`src/rtl/pit_timer_pkg.sv`:
```
// Shared constants and types for the programmable interval timer.
// The default counter width lives here so that all users agree on it.
package pit_timer_pkg;

    localparam int PIT_WIDTH = 16;

    typedef logic [PIT_WIDTH-1:0] pit_cnt_t;

endpackage : pit_timer_pkg

```
`src/rtl/cnt_stage.sv`:
```
// One loadable up-counter stage: reload register, wrapping counter and carry-out.
// The count wraps to zero when it equals the reload value and the carry-in is set.
module cnt_stage
    import pit_timer_pkg::*;
#(
    parameter int WIDTH = PIT_WIDTH
) (
    input  logic             clk,
    input  logic             rst_n,
    input  logic             ld_i,
    input  logic             clr_i,
    input  logic [WIDTH-1:0] din_i,
    input  logic             ci_i,
    output logic [WIDTH-1:0] cnt_o,
    output logic             co_o
);

    logic [WIDTH-1:0] rld_q, rld_d;
    logic [WIDTH-1:0] cnt_q, cnt_d;
    logic             co;

    // NOTE: every always_comb output gets a default first, so no path leaves it unassigned (no latch).
    always_comb begin
        co    = (cnt_q == rld_q) && ci_i;
        rld_d = rld_q;
        cnt_d = cnt_q;
        if (ld_i) begin
            rld_d = din_i;
        end
        if (clr_i) begin
            cnt_d = '0;
        end else if (ci_i) begin
            cnt_d = co ? '0 : cnt_q + WIDTH'(1);
        end
    end

    // NOTE: sequential state uses non-blocking assignments so all flops update from pre-edge values.
    always_ff @(posedge clk or negedge rst_n) begin
        if (!rst_n) begin
            rld_q <= '0;
            cnt_q <= '0;
        end else begin
            rld_q <= rld_d;
            cnt_q <= cnt_d;
        end
    end

    assign cnt_o = cnt_q;
    assign co_o  = co;

endmodule : cnt_stage

```
`src/rtl/pit_timer.sv`:
```
// Programmable interval timer: prescaler stage cascaded into a divider stage,
// producing a registered one-cycle tick every (pre_rld+1)*(div_rld+1) cycles.
module pit_timer
    import pit_timer_pkg::*;
#(
    parameter int WIDTH = PIT_WIDTH
) (
    input  logic             clk,
    input  logic             resl,
    input  logic [WIDTH-1:0] din,
    input  logic             prewr,
    input  logic             divwr,
    output logic [WIDTH-1:0] pre_q,
    output logic [WIDTH-1:0] div_q,
    output logic             run,
    output logic             tick
);

    logic wr;
    logic pre_co;
    logic div_co;
    logic run_q, run_d;
    logic tick_q, tick_d;

    assign wr = prewr | divwr;

    // The divider reload only changes on divwr, so run can track din at that write.
    always_comb begin
        run_d  = divwr ? (din != '0) : run_q;
        tick_d = div_co && !wr;
    end

    always_ff @(posedge clk or negedge resl) begin
        if (!resl) begin
            run_q  <= 1'b0;
            tick_q <= 1'b0;
        end else begin
            run_q  <= run_d;
            tick_q <= tick_d;
        end
    end

    cnt_stage #(.WIDTH(WIDTH)) u_pre (
        .clk   (clk),
        .rst_n (resl),
        .ld_i  (prewr),
        .clr_i (wr),
        .din_i (din),
        .ci_i  (run_q),
        .cnt_o (pre_q),
        .co_o  (pre_co)
    );

    cnt_stage #(.WIDTH(WIDTH)) u_div (
        .clk   (clk),
        .rst_n (resl),
        .ld_i  (divwr),
        .clr_i (wr),
        .din_i (din),
        .ci_i  (pre_co),
        .cnt_o (div_q),
        .co_o  (div_co)
    );

    assign run  = run_q;
    assign tick = tick_q;

endmodule : pit_timer

```
`config.mk`:
```
export PLATFORM = sky130hd
export DESIGN_NAME = pit_timer
export DESIGN_NICKNAME = d
export VERILOG_FILES = /design/src/rtl/pit_timer_pkg.sv /design/src/rtl/cnt_stage.sv /design/src/rtl/pit_timer.sv
export SDC_FILE = /design/constraint.sdc
export NUM_CORES = 1
export LEC_CHECK = 0
export ABC_AREA = 1
export CORE_MARGIN = 2
export CORE_UTILIZATION = 30
export CTS_CLUSTER_DIAMETER = 40
export DETAILED_ROUTE_END_ITERATION = 10
export GPL_TIMING_DRIVEN = 0
export PLACE_DENSITY = 0.53
export SLEW_MARGIN = 25
export SYNTH_ARGS = -nofsm -noshare
export SYNTH_HDL_FRONTEND = slang
export SYNTH_SLANG_ARGS = --single-unit
```
`constraint.sdc`:
```
create_clock -name clk -period 1.9 [get_ports clk]
set_input_delay 0.38 -clock clk [delete_from_list [all_inputs] [get_ports clk]]
set_output_delay 0.38 -clock clk [all_outputs]
set_load 0.005 [all_outputs]
```
==> impl_metrics.py, run 1 <==
metrics = {
    "die": {
        "die_area_um2": 14700,
        "initial_core_util_pct": 30.9,
        "die_w_um": 121,
        "die_h_um": 121,
        "core_area_um2": 13300,
        "rows": 42,
        "num_io_pins": 54,
    },
    "run_status": {
        "outcome": "finished, final reports clean",
    },
    "worst_hold_path": {
        "min_from": "prewr",
        "hold_end": "u_pre.rld_q[3]",
        "hold_path_depth": 2,
        "min_path_type": "primary input to flip-flop",
    },
    "global_route": {
        "grt.overflow.total": 0,
        "grt_max_degree": 39,
        "antenna_found_initial": 0,
        "first_global_vias": 3917,
        "grt_pass1_wl_mm": 19.7,
        "track_usage_pct": 17.4,
    },
    "job": {
        "drv_cap": 0,
    },
    "timing": {
        "rsz0062_at_grt": "false",
        "layout_min_cycle_time_ns": 1.80,
        "relSlewSlack_pct": 68.7,
        "skew_ns": 0.00787,
        "max_freq_ghz": 0.556,
        "finalHoldViolCount": 0,
        "final-max-slew-violation-count": 0,
        "worst_slack_ns": 0.100,
        "tightest_slew_ns": 0.466,
        "setup_viol": 0,
        "period_share_pct": 94.7,
    },
    "pwr": {
        "powerDensity_nw_per_um2": 666,
        "pwr-share-comb_pct": 10.9,
        "clkPwrFrac_pct": 45.4,
        "seqPwrFrac_pct": 43.7,
        "p_leak_nw": 2.50,
        "total_power_mw": 3.46,
        "swShare_pct": 27.7,
        "internal-power_mw": 2.50,
        "p_switching_mw": 0.960,
        "peakVddDrop_uv": 394,
    },
    "route": {
        "num_vias": 3789,
        "wl_per_cell_um": 14.6,
        "ant_nets": 0,
        "viasPerCell": 4.65,
        "dr.pass1.iters": 4,
        "drc": 0,
        "drt_wl_total_mm": 11.9,
        "drt_iter0_markers": 291,
    },
    "synthesis": {
        "ys_warn_count": 0,
        "synth.avg_cell_area_um2": 7.26,
        "syn_nets": 590,
        "ys_ff_latch": 66,
        "synth_area_um2": 4120,
        "ys_types": 32,
        "ys_seq_area_share_pct": 40.1,
        "syn_inst": 568,
    },
    "worst_setup_path": {
        "cp.required_ns": 1.52,
        "r2r_cells": 10,
        "crit_family": "buffers and inverters",
        "cp-end-kind": "primary output",
        "path_buf_inv": 1,
        "reg2reg_from": "u_pre.cnt_o[14]",
        "slowest_stage": "clkdlybuf4s50_1",
        "worstSetupStartpointType": "flip-flop",
        "crit_chain": "clkdlybuf4s50_1",
        "worstSetupPathType": "flip-flop to primary output",
        "crit_fanout": 6,
        "cp.arrival_ns": 1.42,
        "crit_path_max_incr_delay_ns": 0.56,
        "rrSetupSlack_ns": 0.16,
        "reg2reg_to": "u_pre.cnt_o[4]",
    },
    "clock_network": {
        "cts_max_level": 3,
        "cts.sinks": 66,
        "cts_buffer_depth": 2,
        "cts_root_buf": "clkbuf_16",
        "cts_tree": "yes",
        "path_clk_slew_ns": 0.06,
        "clock_latency_ns": 0.34,
        "numCtsBuffers": 9,
    },
    "cells_and_area": {
        "final_util_pct": 38.9,
        "area_growth_pct": 25.9,
        "fillers": 1437,
        "drive_gt1_share_pct": 12.8,
        "fin_nets": 656,
        "final_common_cell": "nand2_1",
        "n_antenna_cell": 0,
        "mostFrequentLayoutCells": "nand2_1 (190), nor2_1 (65), dfrtp_1 (64)",
    },
    "placement": {
        "pre_cts_slack_ns": -0.290,
        "dp_hpwl_mm": 9.17,
        "port_buffers": 53,
        "gp_congestion": 0.897,
    },
}
power groups by stage:
stage,logic [mW],clock network [mW],registers (mW)
3_5_place_dp,0.380,0,1.54
4_1_cts,0.383,1.61,1.51
6_report,0.377,1.57,1.51
2_1_floorplan,0.226,0,1.53
5_1_grt,0.432,1.68,1.52
3_3_place_gp,0.370,0,1.54
registers in the layout, indices dropped and copies added (netlist names):
register,cells
run,1
tick,1
u_div.cnt_o,16
u_div.rld_q,16
u_pre.cnt_o,16
u_pre.rld_q,16
cell families (layout without fill, tap and decap cells):
group                    Yosys count  count (layout)  synth area share [%]
buffers and inverters             83             154                  8.44
AO/OA/AOI/OAI                     39              39                  4.83
XOR/XNOR                          29              29                  6.16
flip-flops                        66              66                  40.1
adder cells (fa/ha/maj)            2               2                 0.607
AND/OR/NAND/NOR                  349             349                  39.9
Yosys cell counts (all sizes together):
cell,number,area (µm²)
nand2,199,784
buf,10,73.8
ha,2,25.0
nor2,76,330
nand3b,3,35.0
inv,67,251
and3b,1,8.76
xor2,27,236
nor3,11,76.3
a41oi,1,8.76
nor3b,4,40.0
clkbuf,6,22.5
xnor2,2,17.5
nand3,27,195
nor4,3,18.8
dfrtp,66,1650
nand4,25,156
o21ai,32,160
a21oi,6,30.0
stage by stage:
stage	TNS [ns]	cell area, µm²	instances	hold slack, ns
3_3_place_gp	-129.89	4870	797	0.476
3_5_place_dp	-4.77	4890	798	0.342
4_1_cts	0	5180	815	0.496
5_1_grt	0	5190	815	0.485
6_report	0	5190	815	0.445
2_1_floorplan	0	4120	568	0.0844
area by class of cell:
cell class                 instances  area [µm²]  area share (%)
clock inverter                     7        53.8            1.04
inverter                          67         251            4.84
sequential                        66        1650            31.9
clock buffer                       9         225            4.34
timing repair buffer              55         563            10.8
tap                              176         220            4.24
buffer                            16        96.3            1.86
multi-input combinational        419        2130            41.0
worst max-delay path by stage:
stage | from | to | slack [ns] | cells past startpoint
6_report | u_div.cnt_o[5] | div_q[5] | 0.10 | 1
3_3_place_gp | resl | u_pre.cnt_o[10] | -1.91 | 1
4_1_cts | u_div.cnt_o[5] | div_q[5] | 0.07 | 1
5_1_grt | u_div.cnt_o[5] | div_q[5] | 0.006 | 1
2_1_floorplan | u_div.cnt_o[0] | u_div.cnt_o[14] | 0.39 | 10
3_5_place_dp | divwr | u_pre.cnt_o[12] | -0.29 | 8
repair_timing:
action                                  in CTS  in global routing
setup buffers                                0                  0
resized for setup                            0                  6
endpoints found under the setup margin       0                 15
hold endpoints to repair                    28                  0
hold buffers                                 1                  0
per-layer routing:
metal / global-route usage, % / wire length, µm / vias up
met4: 6.32 / 252 / 0
met3: 3.15 / 369 / 20
met5: 0 / 0 / -
li1: - / - / 1921
met2: 29.4 / 5760 / 86
met1: 22.2 / 5490 / 1762
Note: power is estimated with default switching activity, not from simulation.
==> run 2: changes to the inputs <==
- HOLD_SLACK_MARGIN: unset -> 0.12
==> results of run 2 <==
No change in the layout: final DEF, timing and power equal those of run 1.
==> edit, RTL diff (config.mk and constraints of run 2) <==
Add an input register stage for `din`, `prewr` and `divwr`; this delays them by one clock.
--- a/src/rtl/pit_timer.sv
+++ b/src/rtl/pit_timer.sv
@@ -16,17 +16,27 @@
     output logic             tick
 );
 
+    logic [WIDTH-1:0] din_q;
+    logic prewr_q;
+    logic divwr_q;
+
+    always_ff @(posedge clk) begin
+        din_q   <= din;
+        prewr_q <= prewr;
+        divwr_q <= divwr;
+    end
+
     logic wr;
     logic pre_co;
     logic div_co;
     logic run_q, run_d;
     logic tick_q, tick_d;
 
-    assign wr = prewr | divwr;
+    assign wr = prewr_q | divwr_q;
 
     // The divider reload only changes on divwr, so run can track din at that write.
     always_comb begin
-        run_d  = divwr ? (din != '0) : run_q;
+        run_d  = divwr_q ? (din_q != '0) : run_q;
         tick_d = div_co && !wr;
     end
 
@@ -43,9 +53,9 @@
     cnt_stage #(.WIDTH(WIDTH)) u_pre (
         .clk   (clk),
         .rst_n (resl),
-        .ld_i  (prewr),
+        .ld_i  (prewr_q),
         .clr_i (wr),
-        .din_i (din),
+        .din_i (din_q),
         .ci_i  (run_q),
         .cnt_o (pre_q),
         .co_o  (pre_co)
@@ -54,9 +64,9 @@
     cnt_stage #(.WIDTH(WIDTH)) u_div (
         .clk   (clk),
         .rst_n (resl),
-        .ld_i  (divwr),
+        .ld_i  (divwr_q),
         .clr_i (wr),
-        .din_i (din),
+        .din_i (din_q),
         .ci_i  (pre_co),
         .cnt_o (div_q),
         .co_o  (div_co)
Formal check against the unedited RTL: not equivalent (Yosys sat finds a counterexample within 4 cycles, from zero or initial values).
==> edit against run 2 <==
- synthesized area increased by 8.7%
- clock skew increased by 0.0014 ns
- total power increased by 15%
- sequential cell count increased by 18
- clock power increased by 6%
- routed wire length increased by 4.8%
- worst setup slack got worse by 0.020 ns
- sequential power increased by 28%
- cell area increased by 7.1%
==> edit: results <==
[detailed_routing]
via_per_inst = 4.73
wl_um = 12500
drt_iter0_drc = 319
dr.pass1.iters = 5
wl_per_cell_um = 14.8
wl_met3_um = 488
wl_met2_um = 5650
wl_met1_um = 6070

[synth]
ys_ff_latch = 84
ys_types = 33
async_reset_ff_share_pct = 78.6
synth-seq-area-share_pct = 44.9
synth_common_cells = "186 x nand2_1, 66 x dfrtp_1, 57 x nor2_1"
ys_top_cells_by_area = "dfrtp_1 37%, nand2_1 16%, dfxtp_1 8.0%, xor2_1 5.9%, nor2_1 4.8%"
syn-num-nets = 610
avgSynthCellArea_sq_um = 7.62

[critical_path]
rr_endpoint = "u_pre.cnt_o[10]"
cp-endpoint = "pre_q[12]"
worstRegToRegCells = 9
arrival_ns = 1.44
cp_max_fo = 5
reg2reg_from = "u_pre.cnt_o[12]"

[global_routing]
use_met1_pct = 23.0
grt_first_pass_wirelength_um = 20100
met3_usage_pct = 2.00
grt.total_usage_pct = 16.0
grt_pass1_vias = 3844
grt_util_met2_pct = 24.4
grt_max_degree = 44

[finish]
sh_seq_area_pct = 36.3
buffers = 76
nonClockInverterCount = 71
final-clk-cell-share_pct = 5.02
multi_input_area_share_pct = 37.6
drive_gt1_share_pct = 13.7
fillers = 1530
nMultiInputCombCells = 412
area.sequential_sq_um = 2020
fin_nets = 676
clock_buffers = 10
bufAreaShareNonClock_pct = 12.2

[sta]
whs_ns = 0.470
clock_skew_ns = 0.00923
worst_pin_slew_ns = 0.523

[cts]
clockBufferDepth = 2

[place]
globalplace.congestion = 0.932
place_area_sq_um = 5260
dp_hpwl_um = 9710
place_inst = 826

[power]
p_leak_nw = 2.65
ir_drop_mv = 0.372

[worst_hold_path]
hold_path.class = "in -> async"

[run_status]
status = "finished clean"
-- edit: power breakdown --
group / total (mW) / switching [mW] / internal [mW]
combinational: 0.368 / 0.225 / 0.142
clock: 1.67 / 0.769 / 0.898
sequential: 1.93 / 0.0665 / 1.87
-- edit: repair_timing --
action                                 CTS  global route
gates resized for setup                  0             7
hold buffers                             1             0
setup endpoints to repair                0            19
endpoints found under the hold margin   23             0
-- edit: cell families (layout without fill, tap and decap cells) --
family | after synthesis | in the layout | synth area share (%)
xor+xnor | 31 | 31 | 6.06
compound gates | 36 | 36 | 4.10
fa+ha+maj | 2 | 2 | 0.558
buf+inv | 92 | 163 | 8.62
simple gates | 343 | 343 | 35.8
flops | 84 | 84 | 44.9
-- edit: per-stage QoR --
step	setup slack (ns)	util (%)	setup TNS, ns
6_report	0.0807	38.1	0
5_1_grt	0.0241	38.1	0
4_1_cts	0.0128	38.0	0
3_5_place_dp	0.0655	36.1	0
3_3_place_gp	-1.84	35.9	-121.27
2_1_floorplan	0.365	-	0
